## config.mk

```make
export PLATFORM = sky130hd
export DESIGN_NAME = keypad_word_entry
export DESIGN_NICKNAME = d
export VERILOG_FILES = /design/src/rtl/keypad_word_entry.sv
export SDC_FILE = /design/constraint.sdc
export NUM_CORES = 1
export LEC_CHECK = 0
export CORE_ASPECT_RATIO = 1.2
export CORE_MARGIN = 2
export CORE_UTILIZATION = 50
export DETAILED_ROUTE_END_ITERATION = 8
export PLACE_DENSITY_LB_ADDON = 0.3
export SETUP_SLACK_MARGIN = 0.1
export SLEW_MARGIN = 15
export SYNTH_ARGS = -nofsm -noshare
export SYNTH_HDL_FRONTEND = slang
export SYNTH_SLANG_ARGS = --single-unit
```

## constraint.sdc

```tcl
create_clock -name clk -period 2.1 [get_ports clk]
set_clock_uncertainty 0.15 [all_clocks]
set_input_delay 0.42 -clock clk [delete_from_list [all_inputs] [get_ports clk]]
set_output_delay 0.42 -clock clk [all_outputs]
set_load 0.02 [all_outputs]
```

## src/rtl/keypad_word_entry.sv

```systemverilog
`timescale 1ns/1ps
// keypad_word_entry
// Scans a 4x4 active-low hex keypad, debounces press and release, and shifts
// each accepted digit into a 16-bit entry word (newest digit in bits [3:0]).
// Handshake: key_valid is a one-cycle strobe with no ready; key_code and word
// are valid in the cycle key_valid is high and hold until the next accept
// (word may also be zeroed by clear).
module keypad_word_entry #(
   parameter int SCAN_DIV = 64,
   parameter int DEBOUNCE = 1024
) (
   input  logic        clk,
   input  logic        rst_n,
   input  logic [3:0]  row_n,
   input  logic        clear,
   output logic [3:0]  col_n,
   output logic        key_valid,
   output logic [3:0]  key_code,
   output logic [15:0] word,
   output logic [1:0]  state_dbg
);

   localparam int SW = (SCAN_DIV > 1) ? $clog2(SCAN_DIV) : 1;
   localparam int DW = (DEBOUNCE > 1) ? $clog2(DEBOUNCE) : 1;
   localparam logic [SW-1:0] SLOT_LAST = SW'(SCAN_DIV - 1);
   localparam logic [DW-1:0] DEB_LAST  = DW'(DEBOUNCE - 1);

   typedef enum logic [1:0] {
      ST_SCAN    = 2'd0,
      ST_CONFIRM = 2'd1,
      ST_HELD    = 2'd2
   } state_t;

   state_t        state, state_nx;
   logic [3:0]    sync1, rs;
   logic [1:0]    col, col_nx;
   logic [SW-1:0] slot, slot_nx;
   logic [DW-1:0] deb, deb_nx;
   logic [3:0]    row_lat, row_lat_nx;
   logic          accept;
   logic          single_hit;
   logic [1:0]    row_idx;
   logic [3:0]    digit;
   logic [3:0]    col_dec;

   // two-flop synchroniser for the asynchronous row returns (idle high)
   always_ff @(posedge clk or negedge rst_n) begin
      if (!rst_n) begin
         sync1 <= 4'hF;
         rs    <= 4'hF;
      end else begin
         sync1 <= row_n;
         rs    <= sync1;
      end
   end

   // exactly one low row bit; anything else is idle or ghosting
   always_comb begin
      single_hit = 1'b0;
      case (rs)
         4'b1110, 4'b1101, 4'b1011, 4'b0111: single_hit = 1'b1;
         default: single_hit = 1'b0;
      endcase
   end

   // latched row pattern to row index
   always_comb begin
      row_idx = 2'd0;
      case (row_lat)
         4'b1101: row_idx = 2'd1;
         4'b1011: row_idx = 2'd2;
         4'b0111: row_idx = 2'd3;
         default: row_idx = 2'd0;
      endcase
   end

   // key map lookup from (row, column) to hex digit
   always_comb begin
      digit = 4'h0;
      case ({row_idx, col})
         4'b00_00: digit = 4'h1;
         4'b00_01: digit = 4'h2;
         4'b00_10: digit = 4'h3;
         4'b00_11: digit = 4'hA;
         4'b01_00: digit = 4'h4;
         4'b01_01: digit = 4'h5;
         4'b01_10: digit = 4'h6;
         4'b01_11: digit = 4'hB;
         4'b10_00: digit = 4'h7;
         4'b10_01: digit = 4'h8;
         4'b10_10: digit = 4'h9;
         4'b10_11: digit = 4'hC;
         4'b11_00: digit = 4'hE;
         4'b11_01: digit = 4'h0;
         4'b11_10: digit = 4'hF;
         default:  digit = 4'hD;
      endcase
   end

   // next-state logic: scan slots, confirm a press, wait for a clean release
   always_comb begin
      state_nx   = state;
      col_nx     = col;
      slot_nx    = slot;
      deb_nx     = deb;
      row_lat_nx = row_lat;
      accept     = 1'b0;
      case (state)
         ST_SCAN: begin
            if (slot == SLOT_LAST) begin
               slot_nx = '0;
               if (single_hit) begin
                  state_nx   = ST_CONFIRM;
                  row_lat_nx = rs;
                  deb_nx     = '0;
               end else begin
                  col_nx = col + 2'd1;
               end
            end else begin
               slot_nx = slot + 1'b1;
            end
         end
         ST_CONFIRM: begin
            if (rs == row_lat) begin
               if (deb == DEB_LAST) begin
                  accept   = 1'b1;
                  state_nx = ST_HELD;
                  deb_nx   = '0;
               end else begin
                  deb_nx = deb + 1'b1;
               end
            end else begin
               state_nx = ST_SCAN;
               col_nx   = col + 2'd1;
               slot_nx  = '0;
               deb_nx   = '0;
            end
         end
         ST_HELD: begin
            if (rs == 4'hF) begin
               if (deb == DEB_LAST) begin
                  state_nx = ST_SCAN;
                  col_nx   = col + 2'd1;
                  slot_nx  = '0;
                  deb_nx   = '0;
               end else begin
                  deb_nx = deb + 1'b1;
               end
            end else begin
               deb_nx = '0;
            end
         end
         default: begin
            state_nx = ST_SCAN;
            slot_nx  = '0;
            deb_nx   = '0;
         end
      endcase
   end

   // column index to active-low one-cold drive pattern
   always_comb begin
      col_dec = 4'b1110;
      case (col_nx)
         2'd1:    col_dec = 4'b1101;
         2'd2:    col_dec = 4'b1011;
         2'd3:    col_dec = 4'b0111;
         default: col_dec = 4'b1110;
      endcase
   end

   // FSM and counter registers; col_n registered alongside the column index
   always_ff @(posedge clk or negedge rst_n) begin
      if (!rst_n) begin
         state   <= ST_SCAN;
         col     <= 2'd0;
         slot    <= '0;
         deb     <= '0;
         row_lat <= 4'hF;
         col_n   <= 4'b1110;
      end else begin
         state   <= state_nx;
         col     <= col_nx;
         slot    <= slot_nx;
         deb     <= deb_nx;
         row_lat <= row_lat_nx;
         col_n   <= col_dec;
      end
   end

   // keystroke outputs and entry word; accept wins over clear for the new digit
   always_ff @(posedge clk or negedge rst_n) begin
      if (!rst_n) begin
         key_valid <= 1'b0;
         key_code  <= 4'h0;
         word      <= 16'h0000;
      end else begin
         key_valid <= accept;
         if (accept) begin
            key_code <= digit;
            word     <= clear ? {12'h000, digit} : {word[11:0], digit};
         end else if (clear) begin
            word <= 16'h0000;
         end
      end
   end

   assign state_dbg = state;

endmodule
```

* Word level (Yosys, flattened, before mapping)
Memory sizes are Yosys's and may differ from the RTL's.
Index checks and enable logic that the tools add are counted.
** Storage, ports and cells
- Bits in registers :: 57
- ROM bits :: 64
- Bits of input ports :: 7
- Memories :: 1
- Output and inout bits :: 27
** Memory list
- (no name shown) :: words 16, bits a word 4, rd ports 1, clocked after memory_dff 0, write ports 0, line 80 : case ({row_idx, col})
** Operators by class
- Equal/unequal tests :: 22
- Muxes and demuxes :: 33
- Reduce and logical (&&, ||, !) cells :: 7
- Add/subtract/negate cells :: 3
** Operator list (number)
- 10-bit 2-to-1 mux :: 5
- 16-bit 2-to-1 mux :: 3
- 10-bit case mux with 3 select lines :: 1
- 4-bit equality test (second input constant) :: 6
- 6-bit 2-to-1 mux :: 4
- 2-bit 2-to-1 mux :: 11
- 2-bit case mux with 3 select lines :: 3
- 6-bit case mux with 3 select lines :: 1
- 4-bit case mux with 3 select lines :: 1
- 10-bit by 1-bit adder with 10-bit output (second input constant) :: 1
- 10-bit equality test (second input constant) :: 1
- 2-bit != test (second input constant) :: 5
- 4-bit by 3-bit equality test with 1-bit output (second input constant) :: 2
- 6-bit by 1-bit adder with 6-bit output (second input constant) :: 1
- 2-bit equality test (second input constant) :: 3
- 6-bit equality test (second input constant) :: 1
- 3-bit AND reduction :: 2
- 5-bit AND reduction :: 1
- 2-bit by 1-bit equality test with 1-bit output (second input constant) :: 2
- 4-bit equality test :: 1
- 1-bit 2-to-1 mux :: 4
- 4-bit OR reduction :: 1
- 3-bit != test (second input constant) :: 1
- 2-bit by 1-bit adder with 2-bit output (second input constant) :: 1
- 3 further kinds :: 3

* Depth between registers and ports, before layout
- Depth after elaboration :: 8
- Mapped depth :: 9
- Gate-level depth less buffers :: 9

* Worst setup path after synthesis
Ideal clock, no wire load.
- Path type :: register -> register
- From :: register slot[0]
- To :: register state[0] (netlist: state_dbg[0])
- Stages on the path, launching flop included :: 8
- Buffers on the path :: 1
- Data required time :: 1.871 ns
- Setup slack :: -0.032 ns
- Arrival time :: 1.903 ns
- Path through :: dfrtp_1 ha_1 and3_1 and3_1 a21oi_1 clkbuf_1 o21bai_1 mux2i_1
** On the way
- Longest elaborated chain between the ends :: 3
** RTL lines
- start: declaration :: line 37 : logic [SW-1:0] slot, slot_nx;
- start signal: assignment :: line 184 : slot <= slot_nx;
- 6-bit equality test :: line 110 : if (slot == SLOT_LAST) begin
- 2-bit != test (no source line)
- 5-bit AND reduction (no source line)
- end signal: assignment :: line 182 : state <= state_nx;
- end: declaration :: line 34 : state_t state, state_nx;
No other way between the ends.
A chain may end at the register's enable or synchronous reset.

* Worst setup path in the final report
- From :: register rs[2]
- To :: register deb[3]
** On the way
- Longest elaborated chain between the ends :: 5
- Elaborated cells on any way between the ends :: 13
- Those cells by class :: 7 x eq/ne; 4 x mux; 2 x reduce/logical
** RTL lines
- start: declaration :: line 35 : logic [3:0] sync1, rs;
- start signal: assignment :: line 53 : rs <= sync1;
- 4-bit equality test / 4-bit by 3-bit equality test with 1-bit output (equally long branches) :: line 60 : case (rs)
- 4-bit OR reduction :: line 60
- 1-bit 2-to-1 mux :: line 60
- 2-bit != test (no source line)
- 2-bit AND reduction (no source line)
- end signal: assignment :: line 185 : deb <= deb_nx;
- end: declaration :: line 38 : logic [DW-1:0] deb, deb_nx;
Parallel ways exist; a longest one is shown, timed or not.

==> results.md <==
- Synth area leaders: dfrtp_1 37%, dfstp_2 14%, nand2_1 6.4%
- Starting Density: 0.524
- Residual overflow from global routing: 0
- Internal: 1760 uW
- Post-synth top cells: 48 x nand2_1, 42 x dfrtp_1, 17 x a21oi_1
- Number of synthesized register bits: 57
- Netlist cell types: 46
- Row count: 29
- Count leader, synth: nand2_1
- Final #Nets: 381
- Worst path required time: 2.23 ns
- Critical path class: register to register
- Lkg Pwr: 0.00190 uW
- Net Sw Frac: 0.215
- Routability cong.: 0.851
- Area grow syn2layout: 46.8%
- Die area: 6240 sq um
- Total GRT Usage: 0.219
- Hold crit path type: register to register
- Final Cycle Share: 1.07
- Largest net degree at the start of global routing: 58
- Post-DP HPWL: 4320 um
- Final hold violation count: 0
- Sequential Power Share: 0.500
- Total of max-cap violations: 0
- Max-slew violations: 0
- I/O Pins: 34
- Number of enable flip-flop cells after synthesis: 0
- Share of post-route cells with drive strength above 1: 0.367
- Final ANT Viol Nets: 0
- Fin worst setup slack: -0.138 ns
- Post-synthesis sequential area ratio: 0.514
- Global-route wire length before repair: 10400 um
- Sw Pwr: 481 uW
- CORE AREA: 5370 sq um
- Syn_nets: 294
- Yosys Warn Count: 0
- Vias post-DR: 2396
- Post-synth top area share: 0.374
- Root Buffer: clkbuf_8
- Worst slew pin tran: 0.442 ns
- Peak Freq: 447 MHz
- Failing checks: setup timing
- Clock Sinks: 57
- Worst skew pair latency: 0.34 ns
- CP arrival: 2.37 ns
- Ys flop type: dfrtp_1
- CP Launch Type: register
- Via/cell ratio: 5.57
- PwrDens: 542 nW/um^2
- Die height: 86.2 um
- Setup violators final: 17
- Minimum clock period after layout: 2.24 ns
- Fillers: 354
- Synth area leader: dfrtp_1
- Die width: 72.5 um
- Multi-input gate area: 1550 sq um
- Setup TNS: -1.34 ns
- Clock network fraction of total power: 0.465
- R2R Setup Slk: -0.14 ns
- CTS clk-pin slew, worst paths: 0.06 ns
- DR iter-0 viols: 104
- Vias in the first global route: 2358
- Routed wire per std cell: 16.1 um
- Total wire length: 6930 um
- Initial antenna violation count: 0
- Diodes inserted: 0
- FF/Latch Area: 1450 sq um
- Drc violations: 0
- Cell Count, Final, Fillers Out: 430
- CTS tree: done
- Comb pwr share: 0.035
- First-pass DRT Iterations: 4
- CTS HTree Levels: 3
- Slew headroom: 0.704
- RSZ-0062 raised after global routing: true
- CTS Buf Count: 9
- # port buffers: 33
- Status: complete, but fails checks
- Syn Area/Cell: 10.2 sq um
- Post-Synthesis Cells: 276
- Post-Synthesis Cell Area: 2810 sq um
- Critical Path Fanout Max: 4
- Placed cells: 392
- Peak supply drop: 449 uV
- Clk buf depth: 2
- CP endpoint kind: register
- Post-synthesis async set-or-reset flop share: 1.00
[cell usage in the layout (no fill, tap or decap), types with 4 or more instances in the layout]
| cell | count |
|---|---|
| nand2_1 | 45 |
| dfrtp_1 | 42 |
| buf_4 | 40 |
| clkdlybuf4s50_1 | 27 |
| dfstp_2 | 15 |
| nor2_1 | 13 |
| clkbuf_8 | 11 |
| a21oi_1 | 10 |
| ha_1 | 9 |
| inv_1 | 8 |
| a21o_1 | 8 |
| nand3_1 | 7 |
| a21oi_2 | 7 |
| and3_1 | 6 |
| mux2i_1 | 6 |
| o21ai_2 | 5 |
| a22o_1 | 5 |
| buf_6 | 5 |
| nand4_1 | 4 |
| nand2b_1 | 4 |
| o21ai_0 | 4 |
| mux2_2 | 4 |
[sequential cells by signal, summed over array words and instances (netlist names)]
name / cells
state_dbg: 2
col: 2
sync1: 4
key_code: 4
slot: 6
key_valid: 1
col_n: 4
word: 16
rs: 4
row_lat: 4
deb: 10
[metrics by stage]
stage	utilization	total power [uW]	cell area (sq um)	hold slack (ns)	setup slack [ns]
after detailed placement	0.639	1200	3430	0.198	-0.0426
after floorplan	-	1160	2840	-0.0256	0.0872
after global routing	0.769	2320	4130	0.211	-0.197
final	0.769	2240	4130	0.206	-0.138
after global placement	0.639	1200	3430	0.196	0.0169
after CTS	0.701	2240	3770	0.207	0.00166
[what timing repair did]
action,in CTS,in global routing
hold buffers,1,0
buffers inserted,6,11
endpoints found under the hold margin,42,0
pin swaps,7,10
gates resized for setup,25,49
gates cloned,0,4
setup endpoints to repair,42,49
[worst paths after layout]
path	endpoint	depth (start not counted)	start
setup / recovery	deb[3]$_DFFE_PN0P_	8	rs[2]$_DFF_PN1_
hold reg to reg	rs[3]$_DFF_PN1_	0	sync1[3]$_DFF_PN1_
max in group asynchronous	sync1[2]$_DFF_PN1_	3	rst_n
min in group asynchronous	word[13]$_DFFE_PN0P_	3	rst_n
hold / removal	rs[3]$_DFF_PN1_	0	sync1[3]$_DFF_PN1_
setup reg to reg	deb[3]$_DFFE_PN0P_	8	rs[2]$_DFF_PN1_
[worst max-delay path: stages (launching register included)]
cell and delay [ns]:
dfstp_2 0.57, buf_4 0.14, xnor2_2 0.12, nand4_1 0.20
o2bb2a_4 0.28, nor3b_4 0.29, buf_4 0.18, a21o_1 0.11
a22o_1 0.14
[kinds of logic after synthesis]
group	after synthesis	synth area share
DFF	57	0.514
buffers and inverters	18	0.0254
AOI/OAI and AO/OA	67	0.162
muxes	10	0.0374
xor gates and xnor gates	6	0.0187
and+or+nand+nor	107	0.194
adders and majority gates	11	0.0489
[per-layer routing]
layer	part of all wire	vias up	global-route usage
met1	0.38	1180	0.239
met5	0	-	0
met3	0.028	14	0.0564
met4	0.021	0	0.111
met2	0.57	47	0.386
li1	-	1155	-
[area by class of cell]
cell class | count | share of cell area
multi-input combinational | 201 | 0.375
sequential | 57 | 0.350
timing repair buffer | 85 | 0.199
clock buffer | 13 | 0.0385
tap | 62 | 0.0188
clock inverter | 3 | 0.00970
inverter | 9 | 0.00879
[power groups by stage]
stage                     clock network [uW]  logic, uW  registers [uW]
after floorplan                            0       20.1            1140
after global routing                    1120       86.6            1120
after detailed placement                   0       57.2            1140
after CTS                               1060       62.3            1120
after global placement                     0       56.2            1140
final                                   1040       78.3            1120
(Power assumes the default switching activity.)
